[src/rtl/l2_arbiter_pkg.sv]
// Shared types for the L2 arbiter: cache word/line types, the grant FSM encoding
// and the Wishbone command bundle carried through the port mux.
package l2_arbiter_pkg;

  typedef logic [15:0]  lc3b_word;
  typedef logic [127:0] lc3b_8words;
  typedef logic [15:0]  lc3b_sel;
  typedef logic [11:0]  lc3b_l2_adr;

  typedef enum logic [1:0] {
    IDLE    = 2'd0,
    GRANT_I = 2'd1,
    GRANT_D = 2'd2
  } arb_state_t;

  typedef struct packed {
    logic       cyc;
    logic       stb;
    logic       we;
    lc3b_sel    sel;
    lc3b_l2_adr adr;
    lc3b_8words dat;
  } wb_cmd_t;

endpackage

[src/rtl/l2_arbiter_wb_port_mux.sv]
// Combinational 2:1 mux of one Wishbone master command bundle; with neither
// side selected every field is driven to zero.
module wb_port_mux
  import l2_arbiter_pkg::*;
(
  input  logic         sel_a,
  input  logic         sel_b,
  input  logic         a_cyc,
  input  logic         a_stb,
  input  logic         a_we,
  input  logic [15:0]  a_sel,
  input  logic [11:0]  a_adr,
  input  logic [127:0] a_dat_m,
  input  logic         b_cyc,
  input  logic         b_stb,
  input  logic         b_we,
  input  logic [15:0]  b_sel,
  input  logic [11:0]  b_adr,
  input  logic [127:0] b_dat_m,
  output logic         y_cyc,
  output logic         y_stb,
  output logic         y_we,
  output logic [15:0]  y_sel,
  output logic [11:0]  y_adr,
  output logic [127:0] y_dat_m
);

  wb_cmd_t cmd_a, cmd_b, cmd_y;

  assign cmd_a = '{cyc: a_cyc, stb: a_stb, we: a_we, sel: a_sel, adr: a_adr, dat: a_dat_m};
  assign cmd_b = '{cyc: b_cyc, stb: b_stb, we: b_we, sel: b_sel, adr: b_adr, dat: b_dat_m};

  always_comb begin
    cmd_y = '0;
    if (sel_a) begin
      cmd_y = cmd_a;
    end else if (sel_b) begin
      cmd_y = cmd_b;
    end
  end

  assign y_cyc   = cmd_y.cyc;
  assign y_stb   = cmd_y.stb;
  assign y_we    = cmd_y.we;
  assign y_sel   = cmd_y.sel;
  assign y_adr   = cmd_y.adr;
  assign y_dat_m = cmd_y.dat;

endmodule

[src/rtl/l2_arbiter.sv]
// Round-robin Wishbone arbiter sharing the L2 slave port between the L1 I- and
// D-caches, one whole transaction per grant, with per-requester grant counters.
module l2_arbiter
  import l2_arbiter_pkg::*;
#(
  parameter int unsigned CNT_W = 16
) (
  input  logic             clk,
  input  logic             rst_n,

  input  logic             wb_icache_cyc,
  input  logic             wb_icache_stb,
  input  logic             wb_icache_we,
  input  logic [15:0]      wb_icache_sel,
  input  logic [11:0]      wb_icache_adr,
  input  logic [127:0]     wb_icache_dat_m,
  output logic [127:0]     wb_icache_dat_s,
  output logic             wb_icache_ack,
  output logic             wb_icache_rty,

  input  logic             wb_dcache_cyc,
  input  logic             wb_dcache_stb,
  input  logic             wb_dcache_we,
  input  logic [15:0]      wb_dcache_sel,
  input  logic [11:0]      wb_dcache_adr,
  input  logic [127:0]     wb_dcache_dat_m,
  output logic [127:0]     wb_dcache_dat_s,
  output logic             wb_dcache_ack,
  output logic             wb_dcache_rty,

  output logic             wb_l2_cyc,
  output logic             wb_l2_stb,
  output logic             wb_l2_we,
  output logic [15:0]      wb_l2_sel,
  output logic [11:0]      wb_l2_adr,
  output logic [127:0]     wb_l2_dat_m,
  input  logic [127:0]     wb_l2_dat_s,
  input  logic             wb_l2_ack,
  input  logic             wb_l2_rty,

  output logic [CNT_W-1:0] i_grant_count,
  output logic [CNT_W-1:0] d_grant_count
);

  arb_state_t       state_q, state_d;
  logic             last_d_q;
  logic [CNT_W-1:0] i_cnt_q, d_cnt_q;
  logic             req_i, req_d;
  logic             grant_i, grant_d;
  logic             inc_i, inc_d;

  assign req_i   = wb_icache_cyc & wb_icache_stb;
  assign req_d   = wb_dcache_cyc & wb_dcache_stb;
  assign grant_i = (state_q == GRANT_I);
  assign grant_d = (state_q == GRANT_D);

  // An ACK ends the grant even if the master drops CYC in the same cycle.
  assign inc_i = grant_i & wb_l2_ack;
  assign inc_d = grant_d & wb_l2_ack;

  always_comb begin
    state_d = state_q;
    unique case (state_q)
      IDLE: begin
        if (req_i && (!req_d || last_d_q)) begin
          state_d = GRANT_I;
        end else if (req_d) begin
          state_d = GRANT_D;
        end
      end
      GRANT_I: begin
        if (wb_l2_ack || !wb_icache_cyc) begin
          state_d = IDLE;
        end
      end
      GRANT_D: begin
        if (wb_l2_ack || !wb_dcache_cyc) begin
          state_d = IDLE;
        end
      end
      default: state_d = IDLE;
    endcase
  end

  always_ff @(posedge clk) begin
    if (!rst_n) begin
      state_q  <= IDLE;
      last_d_q <= 1'b1;
      i_cnt_q  <= '0;
      d_cnt_q  <= '0;
    end else begin
      state_q <= state_d;
      if (state_q == IDLE && state_d != IDLE) begin
        last_d_q <= (state_d == GRANT_D);
      end
      i_cnt_q <= i_cnt_q + CNT_W'(inc_i);
      d_cnt_q <= d_cnt_q + CNT_W'(inc_d);
    end
  end

  wb_port_mux u_mux (
    .sel_a   (grant_i),
    .sel_b   (grant_d),
    .a_cyc   (wb_icache_cyc),
    .a_stb   (wb_icache_stb),
    .a_we    (wb_icache_we),
    .a_sel   (wb_icache_sel),
    .a_adr   (wb_icache_adr),
    .a_dat_m (wb_icache_dat_m),
    .b_cyc   (wb_dcache_cyc),
    .b_stb   (wb_dcache_stb),
    .b_we    (wb_dcache_we),
    .b_sel   (wb_dcache_sel),
    .b_adr   (wb_dcache_adr),
    .b_dat_m (wb_dcache_dat_m),
    .y_cyc   (wb_l2_cyc),
    .y_stb   (wb_l2_stb),
    .y_we    (wb_l2_we),
    .y_sel   (wb_l2_sel),
    .y_adr   (wb_l2_adr),
    .y_dat_m (wb_l2_dat_m)
  );

  // Read data is broadcast; only the granted master can see ACK, so the other
  // one observes a retry for as long as it keeps requesting.
  assign wb_icache_dat_s = wb_l2_dat_s;
  assign wb_dcache_dat_s = wb_l2_dat_s;
  assign wb_icache_ack   = grant_i & wb_l2_ack;
  assign wb_dcache_ack   = grant_d & wb_l2_ack;
  assign wb_icache_rty   = grant_i ? wb_l2_rty
                                   : (wb_icache_cyc & wb_icache_stb & ~wb_icache_ack);
  assign wb_dcache_rty   = grant_d ? wb_l2_rty
                                   : (wb_dcache_cyc & wb_dcache_stb & ~wb_dcache_ack);

  assign i_grant_count = i_cnt_q;
  assign d_grant_count = d_cnt_q;

endmodule

[config.mk]
export PLATFORM = sky130hd
export DESIGN_NAME = l2_arbiter
export DESIGN_NICKNAME = d
export VERILOG_FILES = /design/src/rtl/l2_arbiter_pkg.sv /design/src/rtl/l2_arbiter_wb_port_mux.sv /design/src/rtl/l2_arbiter.sv
export SDC_FILE = /design/constraint.sdc
export NUM_CORES = 1
export LEC_CHECK = 0
export BUFFER_PORTS_ARGS = -buffer_cell sky130_fd_sc_hd__buf_4
export CAP_MARGIN = 20
export CORE_AREA = 2 2 350 352
export CTS_CLUSTER_DIAMETER = 60
export DETAILED_ROUTE_END_ITERATION = 8
export DIE_AREA = 0 0 352 354
export PLACE_DENSITY_LB_ADDON = 0.3
export SYNTH_ARGS = -nofsm -noshare
export SYNTH_HDL_FRONTEND = slang
export SYNTH_SLANG_ARGS = --single-unit
[constraint.sdc]
create_clock -name clk -period 2.61 [get_ports clk]
set_input_delay 0.3915 -clock clk [delete_from_list [all_inputs] [get_ports clk]]
set_output_delay 0.3915 -clock clk [all_outputs]
set_load 0.03 [all_outputs]
Word level (Yosys, flattened, before mapping)
Index checks and enable logic that the tools add are counted.
{"block": "op_classes", "bitwise_logic": 8, "mux": 9, "add_sub_neg": 2, "n_eq_ne": 3, "n_reduce_logical": 10}
{"cell": "159-bit 2-to-1 mux", "count": 2}
{"cell": "16-bit by 1-bit adder with 16-bit output", "count": 2}
{"cell": "2-bit 2-to-1 mux", "count": 4}
{"cell": "1-bit AND", "count": 6}
{"cell": "2-bit case mux with 3 select lines", "count": 1}
{"cell": "2-bit equality test (second input constant)", "count": 2}
{"cell": "1-bit zero test", "count": 3}
{"cell": "1-bit logical OR", "count": 3}
{"cell": "2-bit by 1-bit equality test with 1-bit output (second input constant)", "count": 1}
{"cell": "1-bit logical AND", "count": 2}
{"cell": "2-bit zero test", "count": 1}
{"cell": "1-bit 2-to-1 mux", "count": 2}
{"cell": "1-bit inverter", "count": 2}
{"cell": "2-bit nonzero test", "count": 1}
{"block": "word_totals", "input_bits": 450, "output_inout_bits": 451, "register_bits": 35, "elab_cells": 36}

Depth between registers and ports, before layout
{"block": "depth", "ltp_word": 8, "mapped_depth": 12, "ltp_nobuf": 8}

Modules after synthesis
From an unflattened synthesis, not the netlist that was laid out.
{"block": "unflattened", "cells_unflattened": 642, "hier_area_um2": 5241.3}
{"module": "l2_arbiter", "area_per_inst_um2": 3570.9, "cells_per_inst": 443, "seq_area_each_um2": 700.7, "instances": 1}
{"module": "wb_port_mux", "area_per_inst_um2": 1670.4, "cells_per_inst": 199, "seq_area_each_um2": 0.0, "instances": 1}

Worst setup path after synthesis
Ideal clock, no wire load.
{"block": "synth_timing", "kind": "register to register", "from": "register state_q[0]", "to": "register d_cnt_q[14] (netlist: d_grant_count[14])", "required_ns": 2.495, "path_buffers": 4, "stages_incl_launch_ff": 13, "setup_time_ns": 0.115, "period_less_slack_ns": 2.778, "path_slack_ns": -0.168, "arrival_time_ns": 2.663, "cell_sequence": "dfxtp_1 clkbuf_1 nor2b_1 clkbuf_1 buf_2 buf_2 and2_1 ha_1 ha_1 nand3_1 nor4_1 xor2_1 and2_1"}
{"block": "synth_between", "elab_chain_len": 3}
{"item": "from (decl)", "line_no": "l2_arbiter.sv:45", "source": "arb_state_t state_q, state_d;"}
{"item": "from (signal assigned)", "line_no": "l2_arbiter.sv:92", "source": "state_q <= state_d;"}
{"item": "2-bit equality test", "line_no": "l2_arbiter.sv:55", "source": "assign grant_d = (state_q == GRANT_D);"}
{"item": "1-bit AND"}
{"item": "named net wb_dcache_ack", "line_no": "l2_arbiter.sv:28", "source": "output logic wb_dcache_ack,"}
{"item": "16-bit by 1-bit adder with 16-bit output", "line_no": "l2_arbiter.sv:97", "source": "d_cnt_q <= d_cnt_q + CNT_W'(inc_d);"}
{"item": "to (signal assigned)", "line_no": "l2_arbiter.sv:97"}
{"item": "to (decl)", "line_no": "l2_arbiter.sv:47", "source": "logic [CNT_W-1:0] i_cnt_q, d_cnt_q;"}
The timed path passes the listed nets, and every way through them passes these cells.
A chain may end at the register's enable or synchronous reset.

Worst setup path after layout
{"block": "layout_timing", "from": "register state_q[0]", "to": "output port wb_l2_dat_m[116]"}
{"block": "layout_between", "elab_chain_len": 3, "word_cells_on_any_way": 4, "cone_classes": "eq/ne (2); mux (2)"}
{"item": "2-bit equality test", "line_no": "l2_arbiter.sv:55"}
{"item": "159-bit 2-to-1 mux", "line_no": "l2_arbiter_wb_port_mux.sv:37", "source": "end else if (sel_b) begin"}
{"item": "159-bit 2-to-1 mux *", "line_no": "l2_arbiter_wb_port_mux.sv:35", "source": "if (sel_a) begin"}
{"item": "to (decl)", "line_no": "l2_arbiter.sv:36", "source": "output logic [127:0] wb_l2_dat_m,"}
Every way passes the cells marked *; elsewhere a longest branch is shown, timed or not.

==> impl_results.md <==
* Remaining antenna violation count at 0
* Routed wire per std cell at 25.4 um
* Hold WS at 0.422 ns
* Hold Vio Cnt, Final at 0
* Reg2reg end: d_grant_count[14]$_SDFF_PN0_
* Crit path largest cell delay at 0.42 ns
* Ys Warns at 0
* Max-slew headroom at 0.675
* Hold path cells at 2
* H-tree depth at 2
* Via count at 5860
* Routed WL at 63.5 mm
* Commonest cells in the netlist: 256 x buf_4, 158 x a22o_1, 35 x dfxtp_1
* Power per cell area at 290 mW/mm^2
* Vias in the first global route at 5653
* Fin. max-slew vios at 0
* Max Fclk at 0.410 GHz
* CP required at 2.22 ns
* Setup_tns at 0 ns
* GPL Wtd Cong at 0.777
* Clk root buf: clkbuf_16
* Post-synth top area share at 0.377
* Worst path slowest cell: dfxtp_2
* CTS tree: built
* Post-synth EDFFs at 0
* FF-to-FF Start: state_q[1]$_SDFF_PN0_
* Crit-path max FO at 52
* Clock tree buffer depth at 2
* Ys flop type: dfxtp_1
* Drt via density at 2.34
* Congestion Overflow GR at 0
* First-pass GRT wire length at 74.9 mm
* Seq/Total Area, Yosys at 0.137
* P_leak at 3.99 nW
* Rows at 128
* Reg2reg path depth at 8
* Number of max-cap violations at 0
* Net Count, Synth at 1082
* CP Data Arrival Time at 2.05 ns
* Cell Area, Synth at 0.00510 sq mm
* Worst path most repeated cell: buf_12
* DP Worst Slack at 0.295 ns
* DRT iter0 DRCs at 286
* Area contributors post-synth: buf_4 38%, a22o_1 27%, dfxtp_1 14%
* Die Ht at 354 um
* Final setup viols at 0
* Hold Crit Class: input pin to flop
* Cells after synthesis at 628
* Tcrit/Tclk final at 0.934
* Setup crit end kind: primary output
* Area leader, netlist: buf_4
* Hold buffers post-CTS at 0
* Post-route insts no fill at 2499
* Post-synth ARST share at 0
* Setup slack, reg-to-reg at 0.41 ns
* Synth Register Bits at 35
* Starting density of the core at 0.0422
* Share of cells above drive strength 1 at 0.631
* CTS Buf Count at 5
* Dpl cells at 2481
* Layout Nets at 1320
* Slew @ Worst Pin at 0.488 ns
* Max IR drop VDD at 0.229 mV
* DRC viols at 0
* Largest net degree at the start of global routing at 99
* RSZ-0062 raised after global routing: false
* Die Wd at 352 um
* Count of cell types in the netlist at 34
* Most numerous cell in the Yosys netlist: buf_4
* GRT Overall Usage at 0.0951
* Setup ws final at 0.171 ns
* Hold Path End: state_q[0]$_SDFF_PN0_
* CTS Sinks at 35
* Number of port buffers at 516
* DP HPWL at 57.8 mm
* Cell chain of the critical path: nor2b_4 -> buf_12 -> buf_12 -> a22o_1 -> buf_4
* Crit start category: flop
* Status: finished clean
* Hold Crit Start: wb_icache_cyc
* Clock latency at the later pin of the worst-skew pair at 0.29 ns
* Initial antenna violation count at 44
* Core area at 0.121 sq mm
* # IOs at 901
* DR pass1 iterations at 4
* Kind of critical path: flop to primary output
* Layout area overhead at 82.6%
* Die area at 0.125 sq mm
* Syn Area/Cell at 8.12 sq um
* Clock Pin Slew Worst Setup and Hold Paths at 0.06 ns
* Min Tclk post-route at 2.44 ns
* Post-Route Skew at 0.00576 ns
## flip-flops by register name, indices dropped and copies added (netlist names)
register,count
last_d_q,1
i_grant_count,16
d_grant_count,16
state_q,2
## cell usage in the layout (no fill, tap or decap), types with 6 or more instances in the layout
cell	synthesis	routed
xor2_1	15	15
buf_4	256	522
diode_2	0	7
nand2_1	13	13
clkbuf_16	0	6
and2_1	30	28
xnor2_1	9	9
nor3_1	8	8
a22o_1	158	157
dfxtp_1	35	34
nand3_1	12	12
o21ai_0	6	6
nand4_1	6	6
## final cells by class
| class | instances | area (sq um) |
|---|---|---|
| fillers | 14200 | 112000 |
| clock buffers | 5 | 125 |
| inverters | 4 | 15.0 |
| well taps | 1625 | 2030 |
| clock inverters | 3 | 67.6 |
| repair buffers | 528 | 4040 |
| diodes | 7 | 17.5 |
| multi-input cells | 292 | 2310 |
| flip-flops and latches | 35 | 702 |
## power by group
group / internal (W) / switching [W] / total, W
combinational: 0.000600 / 0.000760 / 0.00136
clock: 0.000547 / 0.000244 / 0.000791
sequential: 0.000538 / 0.00000544 / 0.000544
total: 0.00169 / 0.00101 / 0.00269
## routing by layer
layer  global-route usage  wire length (um)
met2                0.121             23400
met1                0.115             26100
met5              0.00679               422
met4               0.0227              1680
met3               0.0837             11900
## how the worst max path moves through the flow
stage                     slack, ns                            to  depth (start not counted)             startpoint
after global routing           0.08               wb_l2_dat_m[54]                          5  state_q[1]$_SDFF_PN0_
after floorplan                0.04  d_grant_count[14]$_SDFF_PN0_                         11  state_q[1]$_SDFF_PN0_
final                          0.17              wb_l2_dat_m[116]                          5  state_q[0]$_SDFF_PN0_
after detailed placement       0.29              wb_l2_dat_m[127]                          4  state_q[1]$_SDFF_PN0_
after global placement         0.30  d_grant_count[10]$_SDFF_PN0_                          8  state_q[1]$_SDFF_PN0_
after CTS                     0.007              wb_l2_dat_m[127]                          4  state_q[1]$_SDFF_PN0_
## through the flow
stage            util  power, W  instance area (sq um)
6_report       0.0770   0.00269                   9310
3_3_place_gp   0.0749   0.00195                   9060
2_1_floorplan       -   0.00179                   5120
4_1_cts        0.0766   0.00275                   9260
5_1_grt        0.0768   0.00282                   9290
3_5_place_dp   0.0749   0.00195                   9060
## cell families (layout without fill, tap and decap cells)
kind of cell,Yosys count,count (layout),synth area share
buffers and inverters,301,540,0.417
AOI/OAI and AO/OA,172,172,0.288
and+or+nand+nor,91,91,0.104
DFF,35,35,0.137
xor gates and xnor gates,24,24,0.0412
adders and majority gates,4,4,0.00982
muxes,1,1,0.00196
other,0,7,0
## worst max-delay path: cells and delay by family (launching register included)
kind / cells / cell delay [ns]
buf+inv: 3 / 0.68
flops: 1 / 0.42
compound gates: 1 / 0.30
simple gates: 1 / 0.24
## repair_timing
item,in CTS,in global routing
setup endpoints to repair,1,9
endpoints found under the hold margin,0,0
gates resized for setup,1,3
setup buffers,0,2
cloned,0,1
Note: power is estimated with default switching activity, not from simulation.
